File: src/rtl/sdram_arb_pkg.sv
// Shared definitions for the SDRAM slot arbiter: default sizing, port roles
// and the slot FSM state encoding.
package sdram_arb_pkg;

    localparam int NPORTS_DEF     = 3;
    localparam int AW_DEF         = 25;
    localparam int RD_LAT_DEF     = 8;
    localparam int STARVE_MAX_DEF = 4;

    localparam int PORT_CPU = 0;
    localparam int PORT_VID = 1;
    localparam int PORT_DMA = 2;

    typedef enum logic [1:0] {
        IDLE = 2'd0,
        BUSY = 2'd1,
        DONE = 2'd2
    } state_t;

endpackage

File: src/rtl/sdram_slot_arbiter_chk.sv
// Protocol checker: a new slot must never start while an access is in flight.
module sdram_slot_arbiter_chk (
    input logic clk,
    input logic reset,
    input logic slot_start,
    input logic idle
);

    SLOT_OVERLAP: assert property (@(posedge clk) disable iff (reset) slot_start |-> idle);

endmodule

File: src/rtl/sdram_slot_arbiter_rr_pick.sv
// Combinational round-robin pick over ports 1..NPORTS-1, starting at rr_ptr.
// Port 0 is never granted here; it is handled by fixed priority in the top.
module rr_pick #(
    parameter int NPORTS = 3,
    parameter int PW     = $clog2(NPORTS)
) (
    input  logic [NPORTS-1:0] req,
    input  logic [PW-1:0]     rr_ptr,
    output logic [NPORTS-1:0] grant
);

    // Walk the ring once from rr_ptr and take the first requester.
    always_comb begin
        logic          found;
        logic          hit;
        logic [PW-1:0] idx;
        int            base;
        grant = '0;
        found = 1'b0;
        hit   = 1'b0;
        idx   = '0;
        base  = (rr_ptr == '0) ? 1 : int'(rr_ptr);
        for (int k = 0; k < NPORTS - 1; k++) begin
            idx        = PW'(((base - 1 + k) % (NPORTS - 1)) + 1);
            hit        = !found && req[idx];
            grant[idx] = grant[idx] | hit;
            found      = found | hit;
        end
    end

endmodule

File: src/rtl/sdram_slot_arbiter.sv
// Shares one SDRAM controller between NPORTS requesters, one access per slot,
// with fixed priority for port 0, round-robin for the rest and starvation forcing.
module sdram_slot_arbiter
    import sdram_arb_pkg::*;
#(
    parameter int NPORTS     = NPORTS_DEF,
    parameter int AW         = AW_DEF,
    parameter int RD_LAT     = RD_LAT_DEF,
    parameter int STARVE_MAX = STARVE_MAX_DEF
) (
    input  logic                 clk,
    input  logic                 reset,
    input  logic                 slot_start,
    input  logic [NPORTS-1:0]    req,
    input  logic [NPORTS-1:0]    req_we,
    input  logic [NPORTS-1:0]    req_aux,
    input  logic [NPORTS*AW-1:0] req_addr,
    input  logic [NPORTS*8-1:0]  req_din,
    output logic [NPORTS-1:0]    done,
    output logic [15:0]          rdata,
    output logic [AW-1:0]        mem_addr,
    output logic                 mem_we,
    output logic [7:0]           mem_din,
    output logic                 mem_aux,
    input  logic [15:0]          mem_dout
);

    localparam int PW = $clog2(NPORTS);
    localparam int SW = $clog2(STARVE_MAX + 1);
    localparam int CW = $clog2(RD_LAT + 1);

    state_t            state_r;
    logic [CW-1:0]     cnt_r;
    logic [PW-1:0]     rr_ptr_r;
    logic [SW-1:0]     starve_r [NPORTS];
    logic [NPORTS-1:0] win_r;

    logic [NPORTS-1:0] starved_s;
    logic [NPORTS-1:0] rr_grant_s;
    logic [NPORTS-1:0] win_oh_s;
    logic [PW-1:0]     win_idx_s;
    logic [PW-1:0]     rr_next_s;
    logic              win_valid_s;
    logic              arb_s;

    rr_pick #(.NPORTS(NPORTS), .PW(PW)) u_rr_pick (
        .req    (req),
        .rr_ptr (rr_ptr_r),
        .grant  (rr_grant_s)
    );

    sdram_slot_arbiter_chk u_chk (
        .clk        (clk),
        .reset      (reset),
        .slot_start (slot_start),
        .idle       (state_r == IDLE)
    );

    // Starved ports outrank everything; the lowest index wins among them.
    always_comb begin
        win_idx_s   = '0;
        win_valid_s = 1'b0;
        for (int i = 0; i < NPORTS; i++) begin
            starved_s[i] = req[i] && (starve_r[i] == SW'(STARVE_MAX));
        end
        if (|starved_s) begin
            for (int i = NPORTS - 1; i >= 0; i--) begin
                win_idx_s = starved_s[i] ? PW'(i) : win_idx_s;
            end
            win_valid_s = 1'b1;
        end else if (req[PORT_CPU]) begin
            win_idx_s   = PW'(PORT_CPU);
            win_valid_s = 1'b1;
        end else if (|rr_grant_s) begin
            for (int i = 0; i < NPORTS; i++) begin
                win_idx_s = rr_grant_s[i] ? PW'(i) : win_idx_s;
            end
            win_valid_s = 1'b1;
        end else begin
            win_valid_s = 1'b0;
        end
        win_oh_s  = win_valid_s ? (NPORTS'(1) << win_idx_s) : '0;
        rr_next_s = (win_idx_s == PW'(NPORTS - 1)) ? PW'(1) : win_idx_s + PW'(1);
        arb_s     = slot_start && (state_r == IDLE);
    end

    // Slot FSM, winner capture into the controller interface, done/rdata.
    always_ff @(posedge clk) begin
        if (reset) begin
            state_r  <= IDLE;
            cnt_r    <= '0;
            rr_ptr_r <= PW'(1);
            win_r    <= '0;
            done     <= '0;
            rdata    <= 16'h0000;
            mem_addr <= '0;
            mem_we   <= 1'b0;
            mem_din  <= 8'h00;
            mem_aux  <= 1'b0;
        end else begin
            case (state_r)
                IDLE: begin
                    if (arb_s && win_valid_s) begin
                        state_r  <= BUSY;
                        cnt_r    <= CW'(1);
                        win_r    <= win_oh_s;
                        rr_ptr_r <= rr_next_s;
                        mem_addr <= req_addr[win_idx_s*AW +: AW];
                        mem_we   <= req_we[win_idx_s];
                        mem_din  <= req_din[win_idx_s*8 +: 8];
                        mem_aux  <= req_aux[win_idx_s];
                    end else if (arb_s) begin
                        // Empty slot becomes a harmless read of the held address.
                        mem_we <= 1'b0;
                    end else begin
                        state_r <= IDLE;
                    end
                end
                BUSY: begin
                    if (cnt_r == CW'(RD_LAT)) begin
                        state_r <= DONE;
                        done    <= win_r;
                        if (!mem_we) begin
                            rdata <= mem_dout;
                        end else begin
                            rdata <= rdata;
                        end
                    end else begin
                        cnt_r <= cnt_r + CW'(1);
                    end
                end
                DONE: begin
                    state_r <= IDLE;
                    done    <= '0;
                end
                default: begin
                    state_r <= IDLE;
                    done    <= '0;
                end
            endcase
        end
    end

    // Starvation counters: losers count up (saturating), winners and idle ports clear.
    always_ff @(posedge clk) begin
        for (int i = 0; i < NPORTS; i++) begin
            if (reset || !req[i]) begin
                starve_r[i] <= '0;
            end else if (arb_s && win_oh_s[i]) begin
                starve_r[i] <= '0;
            end else if (arb_s && (starve_r[i] != SW'(STARVE_MAX))) begin
                starve_r[i] <= starve_r[i] + SW'(1);
            end else begin
                starve_r[i] <= starve_r[i];
            end
        end
    end

endmodule

File: config.mk
export PLATFORM = sky130hd
export DESIGN_NAME = sdram_slot_arbiter
export DESIGN_NICKNAME = d
export VERILOG_FILES = /design/src/rtl/sdram_arb_pkg.sv /design/src/rtl/sdram_slot_arbiter_chk.sv /design/src/rtl/sdram_slot_arbiter_rr_pick.sv /design/src/rtl/sdram_slot_arbiter.sv
export SDC_FILE = /design/constraint.sdc
export NUM_CORES = 1
export LEC_CHECK = 0
export ABC_AREA = 0
export CAP_MARGIN = 40
export CORE_MARGIN = 2
export CORE_UTILIZATION = 44
export CTS_CLUSTER_DIAMETER = 60
export CTS_CLUSTER_SIZE = 8
export DETAILED_ROUTE_END_ITERATION = 10
export MAX_ROUTING_LAYER = met4
export PLACE_DENSITY = 0.87
export SETUP_SLACK_MARGIN = 0.2
export SYNTH_ARGS = -nofsm -noshare
export SYNTH_HDL_FRONTEND = slang
export SYNTH_HIERARCHICAL = 1
export SYNTH_SLANG_ARGS = --single-unit
File: constraint.sdc
create_clock -name clk -period 4.4 [get_ports clk]
set_input_delay 0.66 -clock clk [delete_from_list [all_inputs] [get_ports clk]]
set_output_delay 0.66 -clock clk [all_outputs]
set_load 0.1 [all_outputs]
==> reports/summary.txt, run 1 <==
layout cells sized above 1 - 0.157
syn_nets - 520
crit path from - req[2]
WS Path Type - in -> reg
GR Util met1 - 0.338
Synth cell types - 49
reg2reg end - mem_din[4]
hold slack - 473 ps
Crit Reg-Reg Startpoint - starve_r[2][0]
DRT Pass-1 Iters - 4
outcome - completed
crit path DAT - 3020 ps
Static Leak - 0.00258 uW
worst path required time - 4660 ps
Syn Std Cell Area - 3600 um2
grt met2 use - 0.528
CTS clk-pin slew, worst paths - 80 ps
worst skew pair latency - 340 ps
Power Dens Cells - 306 nW/um2
largest net degree at the start of global routing - 41
worst hold endpoint - win_r[1]
core area - 8090 um2
multi-input logic area - 1810 um2
DR WL/cell - 18.2 um
Avg Vias per Cell - 5.75
Layout fillers - 482
Async S/R FF share, synth - 0
root buf cell - clkbuf_8
number of synthesized flops with an enable pin - 9
layout net count - 738
die height - 94.5 um
register area share after synthesis - 0.436
dpl ws - 1390 ps
peak supply drop - 0.208 mV
post-route setup slack - 1640 ps
H-tree levels - 3
area delta synth->final - 82.1%
worst hold start - win_r[1]
fmax - 363 MHz
first-pass GRT wire length - 20200 um
routed vias - 4093
most frequent cell after synthesis - dfxtp_1
met3 Use GR - 0.0583
Hold Crit Depth - 2
final wirelength - 12900 um
synthesized flop and latch total - 74
Hold Path Class - reg -> reg
total CTS buffers - 9
yosys warns - 6
Boundary Pins - 181
Mapped Cells - 385
setup TNS - 0 ps
Synth area leader - dfxtp_1
minimum clock period - 2760 ps
global route hottest layer - met2
Global Route Usage Sum - 0.301
drc violations - 0
relative slew slack - 0.391
Final ANT Viol Nets - 0
critical path launch point type - input port
Post-CTS Hold Buffers - 0
Die Wd - 94.5 um
maximum fanout along the worst path - 34
die area - 8930 um2
R2R setup slack - 2030 ps
Finished Cell Area - 6560 um2
Period Utilization, post-route - 0.626
CTS Buffer Depth - 2
dpl hpwl - 9590 um
clock skew - 10.1 ps
ys flop type - dfxtp_1
Worst Max-Slew Pin Slew - 913 ps
Clock Sinks - 74
Mean Syn Cell Area - 9.36 um2
FF/Latch Area - 1570 um2
Yosys top cell area share - 0.361
CTS tree - built
dpl cell area - 6390 um2
Final Setup Violations - 0
vias in the first global route - 4191
1st-iter DRT viols - 203
Resize count post-CTS - 0
unrepaired setup endpoints after global routing - false
Overflow after GRT - 0
antenna violations before repair - 0
Crit. End Element - flop
Final Util - 0.811
Worst R2R Path Depth - 7
input/output buffers - 180
Starting Density - 0.445
Hold Vio Cnt, Final - 0
Final Wtd Congestion - 0.943
post-CTS setup buffers - 0
top post-synthesis cells by area - dfxtp_1, edfxtp_1, a221oi_1
Max Slew Vio Count - 0
Commonest cells post-synth - dfxtp_1, a21oi_1, nand3_1, o21ai_0, nor2_1
n_diodes - 0
Max-Cap Viols - 0
Cell Rows - 33
## sequential cells by signal, indices dropped and copies added, names as in the netlist, 2 cells and up
name,flops
cnt_r,4
done,3
mem_addr,25
mem_din,8
rdata,16
rr_ptr_r,2
starve_r,9
state_r,2
win_r,3
## metal layers
| metal | part of all wire | wire length, um | vias to the layer above |
|---|---|---|---|
| met1 | 0.37 | 4810 | 1955 |
| met4 | 0.029 | 372 | 0 |
| met3 | 0.072 | 929 | 40 |
| li1 | - | - | 1871 |
| met2 | 0.53 | 6830 | 227 |
| met5 | 0 | 0 | - |
## per-stage QoR
stage               instances  power (uW)
global placement          642        1360
finish                    712        2010
floorplan                 385        1160
global route              712        2070
detailed placement        697        1520
CTS                       712        2010
## cells by family after synthesis
family,count (synthesis),synth area share
AO/OA/AOI/OAI,125,0.249
XOR/XNOR,5,0.0122
adder cells (fa/ha/maj),8,0.0278
buffers and inverters,45,0.0632
flip-flops,74,0.436
multiplexers,19,0.0528
other,1,0.00104
AND/OR/NAND/NOR,108,0.158
## worst max-delay path by stage
stage / endpoint / cells past startpoint
after global placement: cnt_r[1] / 7
after detailed placement: mem_din[0] / 7
final: mem_din[4] / 7
after global routing: mem_din[4] / 7
after floorplan: mem_addr[5] / 8
after CTS: mem_din[4] / 7
## worst max-delay path, cell delays in order
cell             delay [ps]
clkdlybuf4s50_1         590
o21a_1                  280
nand2b_1                130
a211oi_4                410
buf_4                   460
a221oi_1                200
a21oi_1                 250
## area by class of cell
cell class | count | area share
repair buffers | 240 | 0.431
multi-input cells | 266 | 0.276
flip-flops and latches | 74 | 0.239
clock buffers | 11 | 0.0200
well taps | 105 | 0.0200
inverters | 12 | 0.00686
clock inverters | 4 | 0.00667
## power breakdown
part           leakage (uW)  switching (uW)  total [uW]  internal (uW)
Clock             0.0000906             241         497            256
Combinational       0.00186             430         758            328
Sequential         0.000636            28.2         754            726
## cells in the final DEF (no fill, tap or decap), types with 3 or more instances in the layout
master	netlist	final
clkdlybuf4s50_1	0	180
dfxtp_1	65	65
buf_8	1	42
a21oi_1	41	41
nand3_1	39	39
o21ai_0	36	36
nor2_1	26	26
a221oi_1	24	24
mux2i_1	19	19
buf_16	0	13
inv_1	12	12
nand2_1	11	11
a221oi_2	10	10
nor3_1	9	9
clkbuf_8	0	9
edfxtp_1	9	9
ha_1	8	8
buf_4	1	5
nor2b_1	3	3
nand4_1	3	3
xnor2_1	3	3
No activity file was read; power rests on OpenSTA's default activity.
==> inputs of run 2 (changes only) <==
Settings changed: CORE_UTILIZATION 44 to 36, PLACE_DENSITY 0.87 to 0.76.
Clock period 4.4 ns to 2.2 ns, I/O delays scaled along.
==> run 2 against run 1 <==
- final area fell by 12%
- highest routed layer unchanged
- critical path depth rose by 1
- total power rose by 98%
- wire length fell by 9.8%
- non-clock buffer count fell by 31
- largest power group is now registers
- first-iteration DRC count fell by 22%
- combinational power rose by 69%
- critical endpoint is now starve_r[1][1]
- sequential share of layout area rose by 3.1 points
==> reports/summary.txt, run 2 (synthesis gave the netlist of run 1 again) <==
maximum fanout along the worst path - 7 (was 34)
Final Wtd Congestion - 0.838 (was 0.943)
largest net degree at the start of global routing - 39 (was 41)
routed vias - 3865 (was 4093)
worst hold endpoint - win_r[2] (was win_r[1])
CTS tree - built (unchanged)
Largest register FFs - 25 (unchanged)
Avg Vias per Cell - 5.44 (was 5.75)
Power Dens Cells - 685 nW/um2 (was 306 nW/um2)
first-pass GRT wire length - 18600 um (was 20200 um)
Global Route Usage Sum - 0.217 (was 0.301)
Final Setup Violations - 0 (unchanged)
reg2reg end - starve_r[1][1] (was mem_din[4])
layout net count - 707 (was 738)
Crit. End Element - flop (unchanged)
drc violations - 0 (unchanged)
Crit Reg-Reg Startpoint - starve_r[2][0] (unchanged)
root buf cell - clkbuf_8 (unchanged)
DR WL/cell - 16.4 um (was 18.2 um)
setup TNS - 0 ps (unchanged)
layout cells sized above 1 - 0.218 (was 0.157)
critical path launch point type - input port (unchanged)
clock skew - 11.7 ps (was 10.1 ps)
DRT Pass-1 Iters - 4 (unchanged)
Cell Count, Final, Fillers Out - 710 (was 712)
Hold Crit Depth - 2 (unchanged)
antenna violations before repair - 0 (unchanged)
n_diodes - 0 (unchanged)
outcome - completed (unchanged)
Static Leak - 0.00239 uW (was 0.00258 uW)
WS Path Type - in -> reg (unchanged)
Final ANT Viol Nets - 0 (unchanged)
Period Utilization, post-route - 0.868
dpl ws - -74.6 ps (was 1390 ps)
Boundary Pins - 181 (unchanged)
dpl hpwl - 8690 um (was 9590 um)
crit path DAT - 1960 ps (was 3020 ps)
crit path from - req[1] (was req[2])
worst skew pair latency - 350 ps (was 340 ps)
post-route setup slack - 289 ps (was 1640 ps)
Hold Vio Cnt, Final - 0 (unchanged)
worst path required time - 2250 ps (was 4660 ps)
Cell Rows - 36 (was 33)
unrepaired setup endpoints after global routing - true (was false)
Die Wd - 104 um (was 94.5 um)
Post-CTS Hold Buffers - 0 (unchanged)
peak supply drop - 0.431 mV (was 0.208 mV)
Final Util - 0.597 (was 0.811)
CTS Buffer Depth - 2 (unchanged)
Starting Density - 0.370 (was 0.445)
area delta synth->final - 61.1% (was 82.1%)
core area - 9730 um2 (was 8090 um2)
die area - 10800 um2 (was 8930 um2)
1st-iter DRT viols - 158 (was 203)
Pwr Total - 3980 uW (was 2010 uW)
total CTS buffers - 9 (unchanged)
R2R setup slack - 290 ps (was 2030 ps)
biggest regs - mem_addr x25, rdata x16, starve_r x9 (unchanged)
Hold Path Class - reg -> reg (unchanged)
final wirelength - 11700 um (was 12900 um)
worst hold start - win_r[2] (was win_r[1])
vias in the first global route - 3961 (was 4191)
Biggest register - mem_addr (unchanged)
Overflow after GRT - 0 (unchanged)
most frequent cells in the layout - clkdlybuf4s50_1, buf_4, dfxtp_1, a21oi_1, nand3_1 (was clkdlybuf4s50_1, dfxtp_1, buf_8, a21oi_1, nand3_1)
minimum clock period - 1910 ps
die height - 104 um (was 94.5 um)
DP Cell Count - 693 (was 697)
Max Slew Vio Count - 0 (unchanged)
Worst R2R Path Depth - 6 (was 7)
H-tree levels - 3 (unchanged)
CTS clk-pin slew, worst paths - 70 ps (was 80 ps)
Clock Sinks - 74 (unchanged)
Max-Cap Viols - 0 (unchanged)
input/output buffers - 180 (unchanged)
most common cell after layout, fill and taps aside - clkdlybuf4s50_1 (unchanged)
fmax - 523 MHz
[run 2: changes by cell type in the layout (fill, tap and decap cells not counted), sizes merged]
| cell | previous run | this run |
|---|---|---|
| inv | 12 | 13 |
| clkdlybuf4s50 | 180 | 126 |
| bufinv | 1 | 2 |
| buf | 60 | 83 |
| clkinv | 3 | 2 |
[run 2: final cells by class]
| type | instances | area [um2] |
|---|---|---|
| multi-input combinational | 266 | 1850 |
| inverter | 12 | 45.0 |
| clock inverter | 5 | 75.1 |
| tap | 133 | 166 |
| sequential | 74 | 1570 |
| fill | 853 | 3920 |
| clock buffer | 11 | 151 |
| timing repair buffer | 209 | 1940 |
[run 2: power by group]
part | leakage, uW | switching [uW] | internal [uW]
registers | 0.000636 | 53.4 | 1450
logic | 0.00164 | 809 | 469
clock network | 0.000117 | 499 | 696
total | 0.00239 | 1360 | 2620
[run 2: how the worst max path moves through the flow]
stage | end | slack, ps | depth (start not counted)
after floorplan | mem_addr[5] | 330 | 8
after global placement | mem_din[7] | 10 | 8
after detailed placement | mem_addr[20] | -70 | 7
after CTS | mem_addr[20] | 210 | 7
after global routing | starve_r[0][0] | 170 | 7
final | starve_r[1][1] | 290 | 8
[run 2: through the flow]
| step | hold WS [ps] | cell area [um2] |
|---|---|---|
| global placement | 445 | 5520 |
| CTS | 459 | 5750 |
| floorplan | 436 | 3600 |
| global route | 499 | 5810 |
| detailed placement | 449 | 5520 |
| finish | 459 | 5810 |
[run 2: per-layer routing]
metal  share of wire  global-route usage
met1            0.40               0.241
met2            0.50               0.376
met3           0.077              0.0489
met4           0.021              0.0898
met5               0                   -
[run 2: critical path, cell delays in order]
cell and delay (ps):
clkdlybuf4s50_1 490, inv_1 60, a21oi_1 130, buf_4 160, nor4_4 60, a31oi_4 330, nand3_1 190, nand3b_1 200
[run 2: timing repair]
| action | CTS | global route |
|---|---|---|
| endpoints found under the setup margin | 0 | 50 |
| gates resized for setup | 0 | 11 |
| setup buffers | 0 | 1 |
